### src/rtl/instr_issuer.sv
`default_nettype none
// ============================================================================
// Module   : instr_issuer
// Purpose  : Program buffer and sequencer feeding instrword/newinstr to the CPU,
//            one strobe per word followed by a fixed hold window.
//            Optional feature macro: INSTR_ISSUER_SINGLE_STEP_EN (step_mode/step).
// Revision : 1.0 - initial release
// ============================================================================
module instr_issuer #(
    parameter int DEPTH            = 64,
    parameter int ADDR_W           = 6,
    parameter int CYCLES_PER_INSTR = 4
) (
    input  logic              clock,
    input  logic              reset,
    input  logic              load_en,
    input  logic [ADDR_W-1:0] load_addr,
    input  logic [31:0]       load_data,
    input  logic [ADDR_W:0]   prog_len,
    input  logic              start,
    input  logic              stop,
`ifdef INSTR_ISSUER_SINGLE_STEP_EN
    input  logic              step_mode,
    input  logic              step,
`endif
    output logic [31:0]       instrword,
    output logic              newinstr,
    output logic [ADDR_W-1:0] pc,
    output logic              busy,
    output logic              done
);

    localparam int c_CNT_W      = (CYCLES_PER_INSTR > 1) ? $clog2(CYCLES_PER_INSTR) : 1;
    localparam int c_CNT_LOAD_I = CYCLES_PER_INSTR - 1;
    localparam int c_ONE_I      = 1;
    localparam logic [c_CNT_W-1:0] c_CNT_LOAD  = c_CNT_LOAD_I[c_CNT_W-1:0];
    localparam logic [c_CNT_W-1:0] c_CNT_ONE   = c_ONE_I[c_CNT_W-1:0];
    localparam logic [ADDR_W:0]    c_LEN_ONE   = c_ONE_I[ADDR_W:0];
    localparam logic [ADDR_W:0]    c_DEPTH_LEN = DEPTH[ADDR_W:0];

    // LAUNCH is the single idle-looking cycle that inspects the freshly latched length
    typedef enum logic [1:0] {
        S_IDLE   = 2'd0,
        S_LAUNCH = 2'd1,
        S_ISSUE  = 2'd2,
        S_WAIT   = 2'd3
    } state_t;

    state_t              r_state;
    state_t              w_state_n;
    logic [31:0]         r_mem [DEPTH];
    logic [ADDR_W:0]     r_len;
    logic [ADDR_W:0]     w_len_n;
    logic [c_CNT_W-1:0]  r_cnt;
    logic [c_CNT_W-1:0]  w_cnt_n;
    logic                r_stop_pend;
    logic                w_stop_n;
    logic [ADDR_W-1:0]   r_pc;
    logic [ADDR_W-1:0]   w_pc_n;
    logic [31:0]         r_instrword;
    logic [31:0]         w_instr_n;
    logic                r_newinstr;
    logic                w_newinstr_n;
    logic                r_busy;
    logic                r_done;
    logic                w_done_n;
    logic                w_load_ok;
    logic                w_advance;
    logic [ADDR_W:0]     w_len_clamp;
    logic [ADDR_W:0]     w_pc_inc;

    assign w_load_ok   = load_en && (r_state == S_IDLE || r_state == S_LAUNCH)
                         && ({1'b0, load_addr} < c_DEPTH_LEN);
    assign w_len_clamp = (prog_len > c_DEPTH_LEN) ? c_DEPTH_LEN : prog_len;
    assign w_pc_inc    = {1'b0, r_pc} + c_LEN_ONE;

`ifdef INSTR_ISSUER_SINGLE_STEP_EN
    assign w_advance = !step_mode || step;
`else
    assign w_advance = 1'b1;
`endif

    // Program buffer survives reset so a host can reload-free replay after reset
    always_ff @(posedge clock) begin
        if (w_load_ok) begin
            r_mem[load_addr] <= load_data;
        end
    end

    always_comb begin
        w_state_n    = r_state;
        w_len_n      = r_len;
        w_cnt_n      = r_cnt;
        w_stop_n     = r_stop_pend;
        w_pc_n       = r_pc;
        w_instr_n    = r_instrword;
        w_newinstr_n = 1'b0;
        w_done_n     = 1'b0;
        unique case (r_state)
            S_IDLE: begin
                if (start && !load_en && !stop) begin
                    w_len_n   = w_len_clamp;
                    w_state_n = S_LAUNCH;
                end
            end
            S_LAUNCH: begin
                if (r_len == '0) begin
                    w_done_n  = 1'b1;
                    w_state_n = S_IDLE;
                end else begin
                    w_pc_n       = '0;
                    w_instr_n    = r_mem[0];
                    w_newinstr_n = 1'b1;
                    w_state_n    = S_ISSUE;
                end
            end
            S_ISSUE: begin
                w_stop_n  = r_stop_pend | stop;
                w_cnt_n   = c_CNT_LOAD;
                w_state_n = S_WAIT;
            end
            S_WAIT: begin
                w_stop_n = r_stop_pend | stop;
                if (r_cnt != '0) begin
                    w_cnt_n = r_cnt - c_CNT_ONE;
                end else if (w_stop_n) begin
                    // a pending stop ends the run even when waiting for a step
                    w_done_n  = 1'b1;
                    w_stop_n  = 1'b0;
                    w_state_n = S_IDLE;
                end else if (w_advance) begin
                    if (w_pc_inc == r_len) begin
                        w_done_n  = 1'b1;
                        w_state_n = S_IDLE;
                    end else begin
                        w_pc_n       = w_pc_inc[ADDR_W-1:0];
                        w_instr_n    = r_mem[w_pc_inc[ADDR_W-1:0]];
                        w_newinstr_n = 1'b1;
                        w_state_n    = S_ISSUE;
                    end
                end
            end
            default: begin
                w_state_n = S_IDLE;
            end
        endcase
    end

    always_ff @(posedge clock or posedge reset) begin
        if (reset) begin
            r_state     <= S_IDLE;
            r_len       <= '0;
            r_cnt       <= '0;
            r_stop_pend <= 1'b0;
            r_pc        <= '0;
            r_instrword <= '0;
            r_newinstr  <= 1'b0;
            r_busy      <= 1'b0;
            r_done      <= 1'b0;
        end else begin
            r_state     <= w_state_n;
            r_len       <= w_len_n;
            r_cnt       <= w_cnt_n;
            r_stop_pend <= w_stop_n;
            r_pc        <= w_pc_n;
            r_instrword <= w_instr_n;
            r_newinstr  <= w_newinstr_n;
            r_busy      <= (w_state_n == S_ISSUE) || (w_state_n == S_WAIT);
            r_done      <= w_done_n;
        end
    end

    assign instrword = r_instrword;
    assign newinstr  = r_newinstr;
    assign pc        = r_pc;
    assign busy      = r_busy;
    assign done      = r_done;

endmodule
`default_nettype wire
### config.mk
export PLATFORM = sky130hd
export DESIGN_NAME = instr_issuer
export DESIGN_NICKNAME = d
export VERILOG_FILES = /design/src/rtl/instr_issuer.sv
export SDC_FILE = /design/constraint.sdc
export NUM_CORES = 2
export LEC_CHECK = 0
export BUFFER_PORTS_ARGS = -buffer_cell sky130_fd_sc_hd__buf_2
export CORE_UTILIZATION = 40
export CTS_BUF_LIST = sky130_fd_sc_hd__clkbuf_4 sky130_fd_sc_hd__clkbuf_8
export DETAILED_ROUTE_END_ITERATION = 12
export HOLD_SLACK_MARGIN = 0.12
export PLACE_DENSITY = 0.61
export SLEW_MARGIN = 20
export SYNTH_ARGS = -nofsm -noshare
export SYNTH_HDL_FRONTEND = slang
export SYNTH_SLANG_ARGS = --single-unit
export TNS_END_PERCENT = 100
### constraint.sdc
create_clock -name clock -period 5 [get_ports clock]
set_input_delay 0.25 -clock clock [delete_from_list [all_inputs] [get_ports clock]]
set_output_delay 0.25 -clock clock [all_outputs]
set_load 0.02 [all_outputs]
# Yosys cells after proc, flatten, opt, wreduce, memory -nomap -nowiden
# Memories as Yosys holds them, arrays and structs flattened.
# Index checks and enable logic that the tools add are counted.
[totals]
reg_bits = 53
ramBits = 2048
output_inout_bits = 41
mem_count = 1
[mem_list]
columns = ["name", "depth", "word_bits", "read_ports", "rd_ports_with_merged_regs", "write_ports", "line", "rtl"]
rows = [
  ["r_mem", 64, 32, 2, 0, 1, "51", "logic [31:0] r_mem [DEPTH];"],
]
[classes]
addsub = 2
magnitude_cmp = 1
n_eq_ne = 11
n_mux = 33
bitwise_logic = 1
reduce_logical = 15
[op_table]
columns = ["op", "count"]
rows = [
  ["$mux 32", 4],
  ["$pmux 32 s2", 1],
  ["$mux 6", 4],
  ["$mux 2", 6],
  ["$pmux 6 s2", 1],
  ["$mux 1", 11],
  ["$ne 2x2->1 const B", 5],
  ["$eq 2x2->1 const B", 4],
  ["$pmux 2 s4", 1],
  ["$add 6x1->7 const B", 1],
  ["$eq 7x7->1", 1],
  ["$gt 7x7->1 const B", 1],
  ["$logic_not 7->1", 1],
  ["$mux 7", 1],
  ["$pmux 1 s2", 3],
  ["$reduce_bool 2->1", 3],
  ["$reduce_and 5->1", 1],
  ["$pmux 2 s2", 1],
  ["$reduce_and 2->1", 2],
  ["$logic_and 1x1->1", 3],
  ["$eq 2x1->1 const B", 1],
  ["$logic_not 1->1", 2],
  ["$logic_not 2->1", 1],
  ["$logic_or 1x1->1", 2],
  ["other kinds (2)", 2],
]

# Depth between registers and ports, before layout
[depth]
word_depth = 8
ltp_mapped = 12

# Least setup slack after synthesis
# OpenSTA, ideal clock, no wires.
[synth_path]
kind = "input to register"
startpoint = "in load_addr[2]"
endpoint = "mem r_mem[44][0] (enable)"
setup_ns = 0.421
t_arrival_ns = 2.607
setup_slack_ns = 1.972
stages = 4
path_buffers = 1
path_cell_list = "clkbuf_1 > or3b_2 > nand3b_1 > nor2_1"
[synth_rtl]
columns = ["element", "line", "rtl"]
rows = [
  ["start: declaration", "17", "input logic [ADDR_W-1:0] load_addr,"],
  ["end: declaration", "51", ""],
]
# No word-level cell before the write port.

# Worst setup path after layout
[layout_path]
startpoint = "reg r_pc[1] (netlist: pc[1])"
endpoint = "reg r_instrword[2] (netlist: instrword[2])"
[layout_between]
elab_chain_cells = 6
word_cells_on_any_way = 9
classes_between = "add/sub: 1; eq/ne: 2; mux: 4; reduce/logical: 1; memory: 1"
[layout_lines]
columns = ["element", "line", "rtl"]
rows = [
  ["start: declaration", "58", "logic [ADDR_W-1:0] r_pc;"],
  ["start signal: assignment", "165", "r_pc <= w_pc_n;"],
  ["$add 6x1->7 (*)", "75", "assign w_pc_inc = {1'b0, r_pc} + c_LEN_ONE;"],
  ["$mem_v2 64x32", "-", ""],
  ["$mux 32", "132", "if (w_pc_inc == r_len) begin"],
  ["$mux 32", "126", "end else if (w_stop_n) begin"],
  ["$mux 32", "124", "if (r_cnt != '0) begin"],
  ["$pmux 32 s2", "99", "unique case (r_state)"],
  ["end signal: assignment", "166", "r_instrword <= w_instr_n;"],
  ["end: declaration", "60", "logic [31:0] r_instrword;"],
]
# Mark *: on every way between the ends. The rest lies on a longest branch, timed or not. The select of a mux whose other input is x is not followed.
# A chain may end at the register's enable or synchronous reset.

==> flow_summary.toml <==
[routing]
drt_iter0_drc = 4270
drt-total-wl_mm = 207
wl_per_cell_um = 28.9
dr.pass1.iters = 5
viasPerCell = 5.65
vias = 40500
drc = 0
ant_nets = 0

[worst_setup_path]
startpoint = "pc[1]$_DFFE_PP0P_"
slowest_stage = "xnor2_4"
cp.buffers_inverters = 2
slowest_delay_ps = 810
worstRegToRegCells = 7
crit_end = "instrword[2]$_DFFE_PP0P_"
timing.rr.end = "instrword[2]$_DFFE_PP0P_"
startpoint_type = "register"
worstPathRequired_ps = 5880
cp_cell_sequence = "buf_4 > ha_4 > xnor2_4 > buf_12 > mux4_2 > o22ai_1 > o41ai_1"
r2r_slack_ps = 1350
cp.depth = 7
r2r_start = "pc[1]$_DFFE_PP0P_"
critPathTopFamily = "XOR/XNOR gates"
crit_type = "register to register"
cp-end-kind = "register"
crit_fanout = 95
critPathArrivalTime_ps = 4520

[placed_design]
port_buffers = 90
dp_hpwl_mm = 119
gp_congestion = 0.850
dp.cells = 6527

[clocking]
htree_levels = 5
clock_latency_ps = 1020
clk_path_buf_depth = 4
clk_pin_slew_worst_paths_ps = 60
postCtsSetupBuffers = 0
postCtsResizedCells = 0
cts_root_buffer = "clkbuf_8"
holdBufCountCts = 67
numCtsBuffers = 334
cts_num_sinks = 2100
cts_tree = "yes"

[grt]
grt_max_degree = 100
overflow = 0
antenna_found_initial = 21
grt_pass1_vias = 41400
grt_usage_pct = 20.2
grt_pass1_wl_mm = 296

[cells_and_area]
layout-drive-gt1-share_pct = 28.5
layout.nets = 4313
area_growth_pct = 14.2
nFillCells = 16700
final_util_pct = 46.0
stdcell_count = 7174

[timing]
maxSlewHeadroom_pct = 25.1
setup_tns_ps = 0
max_freq_mhz = 274
grt_setup_unrepaired = "false"
hold_viol = 0
worstMarginPinSlew_ps = 1120
finalClockSkew_ps = 36.2
period_minus_slack_ps = 3650
post-route-period-util_pct = 72.9
slew_viol_final = 0
setup_viol = 0

[yosys]
ys_types = 58
synth-edff-count = 2048
yosysWarnings = 0
syn_nets = 3903
synth-seq-cells = 2100
synthFlopType = "edfxtp_1"
ys_seq_area_share_pct = 77.2
postSynthCellCount = 3851
netlist_area_mm2 = 0.0814
syn_area_per_cell_um2 = 21.1
synthArstFlopShare_pct = 2.48

[die]
initial_utilization_pct = 40.3
die_w_um = 453
design.core.area_mm2 = 0.202
rows = 165
die_area_mm2 = 0.205
dieHeight_um = 453
ios = 91

[pwr]
power_w = 0.0449
vdd_drop_max_mv = 0.664
power_leakage_nw = 28.4
p_per_area_mw_per_mm2 = 484

[run_status]
status = "completed"

[job]
maxCapViolations = 0

[min_path]
worstHoldPathType = "input port to register"
## per-layer routing
| metal | GRT usage (%) | up-vias | wire length (um) |
|---|---|---|---|
| met5 | 0 | - | 47 |
| met4 | 7.58 | 8 | 6940 |
| met3 | 4.48 | 337 | 15200 |
| met2 | 32.7 | 1606 | 102000 |
| met1 | 26.6 | 21700 | 83700 |
| li1 | - | 16900 | - |
## worst min-delay path by stage
| stage | slack [ps] | start | end | cells after the start |
|---|---|---|---|---|
| 2_1_floorplan | 350 | load_data[0] | r_mem[0][0]$_DFFE_PP_ | 0 |
| 4_1_cts | 160 | stop | pc[0]$_DFFE_PP0P_ | 5 |
| 3_5_place_dp | 490 | r_cnt[0]$_DFFE_PP0P_ | r_cnt[0]$_DFFE_PP0P_ | 1 |
| 3_3_place_gp | 470 | r_cnt[0]$_DFFE_PP0P_ | r_cnt[0]$_DFFE_PP0P_ | 1 |
| 5_1_grt | 230 | stop | pc[0]$_DFFE_PP0P_ | 5 |
| 6_report | 250 | stop | pc[0]$_DFFE_PP0P_ | 5 |
## synth_stat cells (5+ instances only)
cell type	count	area, um2
nor2_1	165	619
edfxtp_1	2048	61500
o211ai_1	33	248
a22oi_1	57	428
inv_1	6	22.5
a21oi_1	35	175
buf_4	55	413
a31oi_1	16	100
nand2_1	132	495
o221a_2	11	124
nand3b_1	11	82.6
nor3_1	35	175
xor2_1	5	43.8
nand3_1	112	561
o22a_1	15	131
clkbuf_1	73	274
nand4_1	24	150
mux2i_1	250	2500
buf_2	87	435
nand2b_1	7	43.8
o21ai_0	21	105
buf_1	6	22.5
a221oi_1	22	193
o41ai_1	6	52.6
a32o_1	26	260
dfrtp_1	52	1300
a22o_1	16	140
xnor2_1	5	43.8
mux4_2	444	10000
buf_6	6	67.6
o31ai_1	14	105
a2bb2oi_1	11	96.3
or4_1	6	45.0
## area by class of cell
cell class | count | area [um2] | share of cell area (%)
diodes | 4 | 10.0 | 0.0108
clock buffers | 432 | 5420 | 5.83
clock inverters | 141 | 912 | 0.982
inverters | 7 | 26.3 | 0.0283
multi-input cells | 1515 | 17900 | 19.2
flip-flops and latches | 2100 | 62800 | 67.6
well taps | 2672 | 3340 | 3.60
repair buffers | 303 | 2510 | 2.70
## cells by family (layout without fill, tap and decap cells)
| kind of cell | count (synthesis) | after routing | share of synthesized area [%] |
|---|---|---|---|
| AND/OR/NAND/NOR | 512 | 512 | 2.88 |
| XOR/XNOR | 15 | 15 | 0.251 |
| adder cells (fa/ha/maj) | 2 | 2 | 0.0307 |
| AO/OA/AOI/OAI | 291 | 291 | 2.74 |
| other | 0 | 4 | 0 |
| buffers and inverters | 236 | 883 | 1.54 |
| multiplexers | 695 | 695 | 15.4 |
| flip-flops | 2100 | 2100 | 77.2 |
## report_power, final
group          internal (W)  switching [W]
sequential           0.0195       0.000300
combinational       0.00499        0.00597
clock               0.00762        0.00654
## registers in the layout, summed over array words and instances, names as in the netlist
signal	cells
r_mem	2048
instrword	32
r_len	7
pc	6
r_cnt	2
busy	1
done	1
newinstr	1
r_state	1
r_stop_pend	1
## through the flow
| stage | worst slack, ps | cell area [um2] | hold slack, ps |
|---|---|---|---|
| after floorplan | 1970 | 81400 | 349 |
| after CTS | 934 | 92800 | 161 |
| after global placement | 887 | 85800 | 470 |
| final | 1350 | 92900 | 254 |
| after detailed placement | 965 | 85800 | 492 |
| after global routing | 1270 | 92900 | 234 |
## worst register-to-register path, stage by stage, from the launching register on
cell     delay [ps]
dfrtp_1         360
buf_4           160
ha_4            210
xnor2_4         810
buf_12          520
mux4_2          750
o22ai_1         550
o41ai_1         140
## cells in the final DEF, fill, tap and decap left out, types with 19 or more instances in the layout
| cell | Yosys | routed |
|---|---|---|
| mux4_2 | 444 | 444 |
| clkinv_1 | 0 | 75 |
| nor3_1 | 35 | 35 |
| clkinv_2 | 0 | 45 |
| a32o_1 | 26 | 26 |
| mux2i_1 | 250 | 250 |
| a21oi_1 | 35 | 35 |
| o21ai_0 | 21 | 21 |
| buf_4 | 55 | 138 |
| nor2_1 | 165 | 98 |
| nand2_1 | 132 | 132 |
| nand3_1 | 112 | 112 |
| buf_2 | 87 | 77 |
| a22oi_1 | 57 | 57 |
| a221oi_1 | 22 | 22 |
| nor2_4 | 1 | 65 |
| nand4_1 | 24 | 24 |
| o211ai_1 | 33 | 33 |
| clkbuf_8 | 0 | 348 |
| clkbuf_4 | 2 | 84 |
| edfxtp_1 | 2048 | 2048 |
| dfrtp_1 | 52 | 51 |
| dlygate4sd3_1 | 0 | 67 |
| buf_12 | 0 | 19 |
No activity file was read; power rests on OpenSTA's default activity.
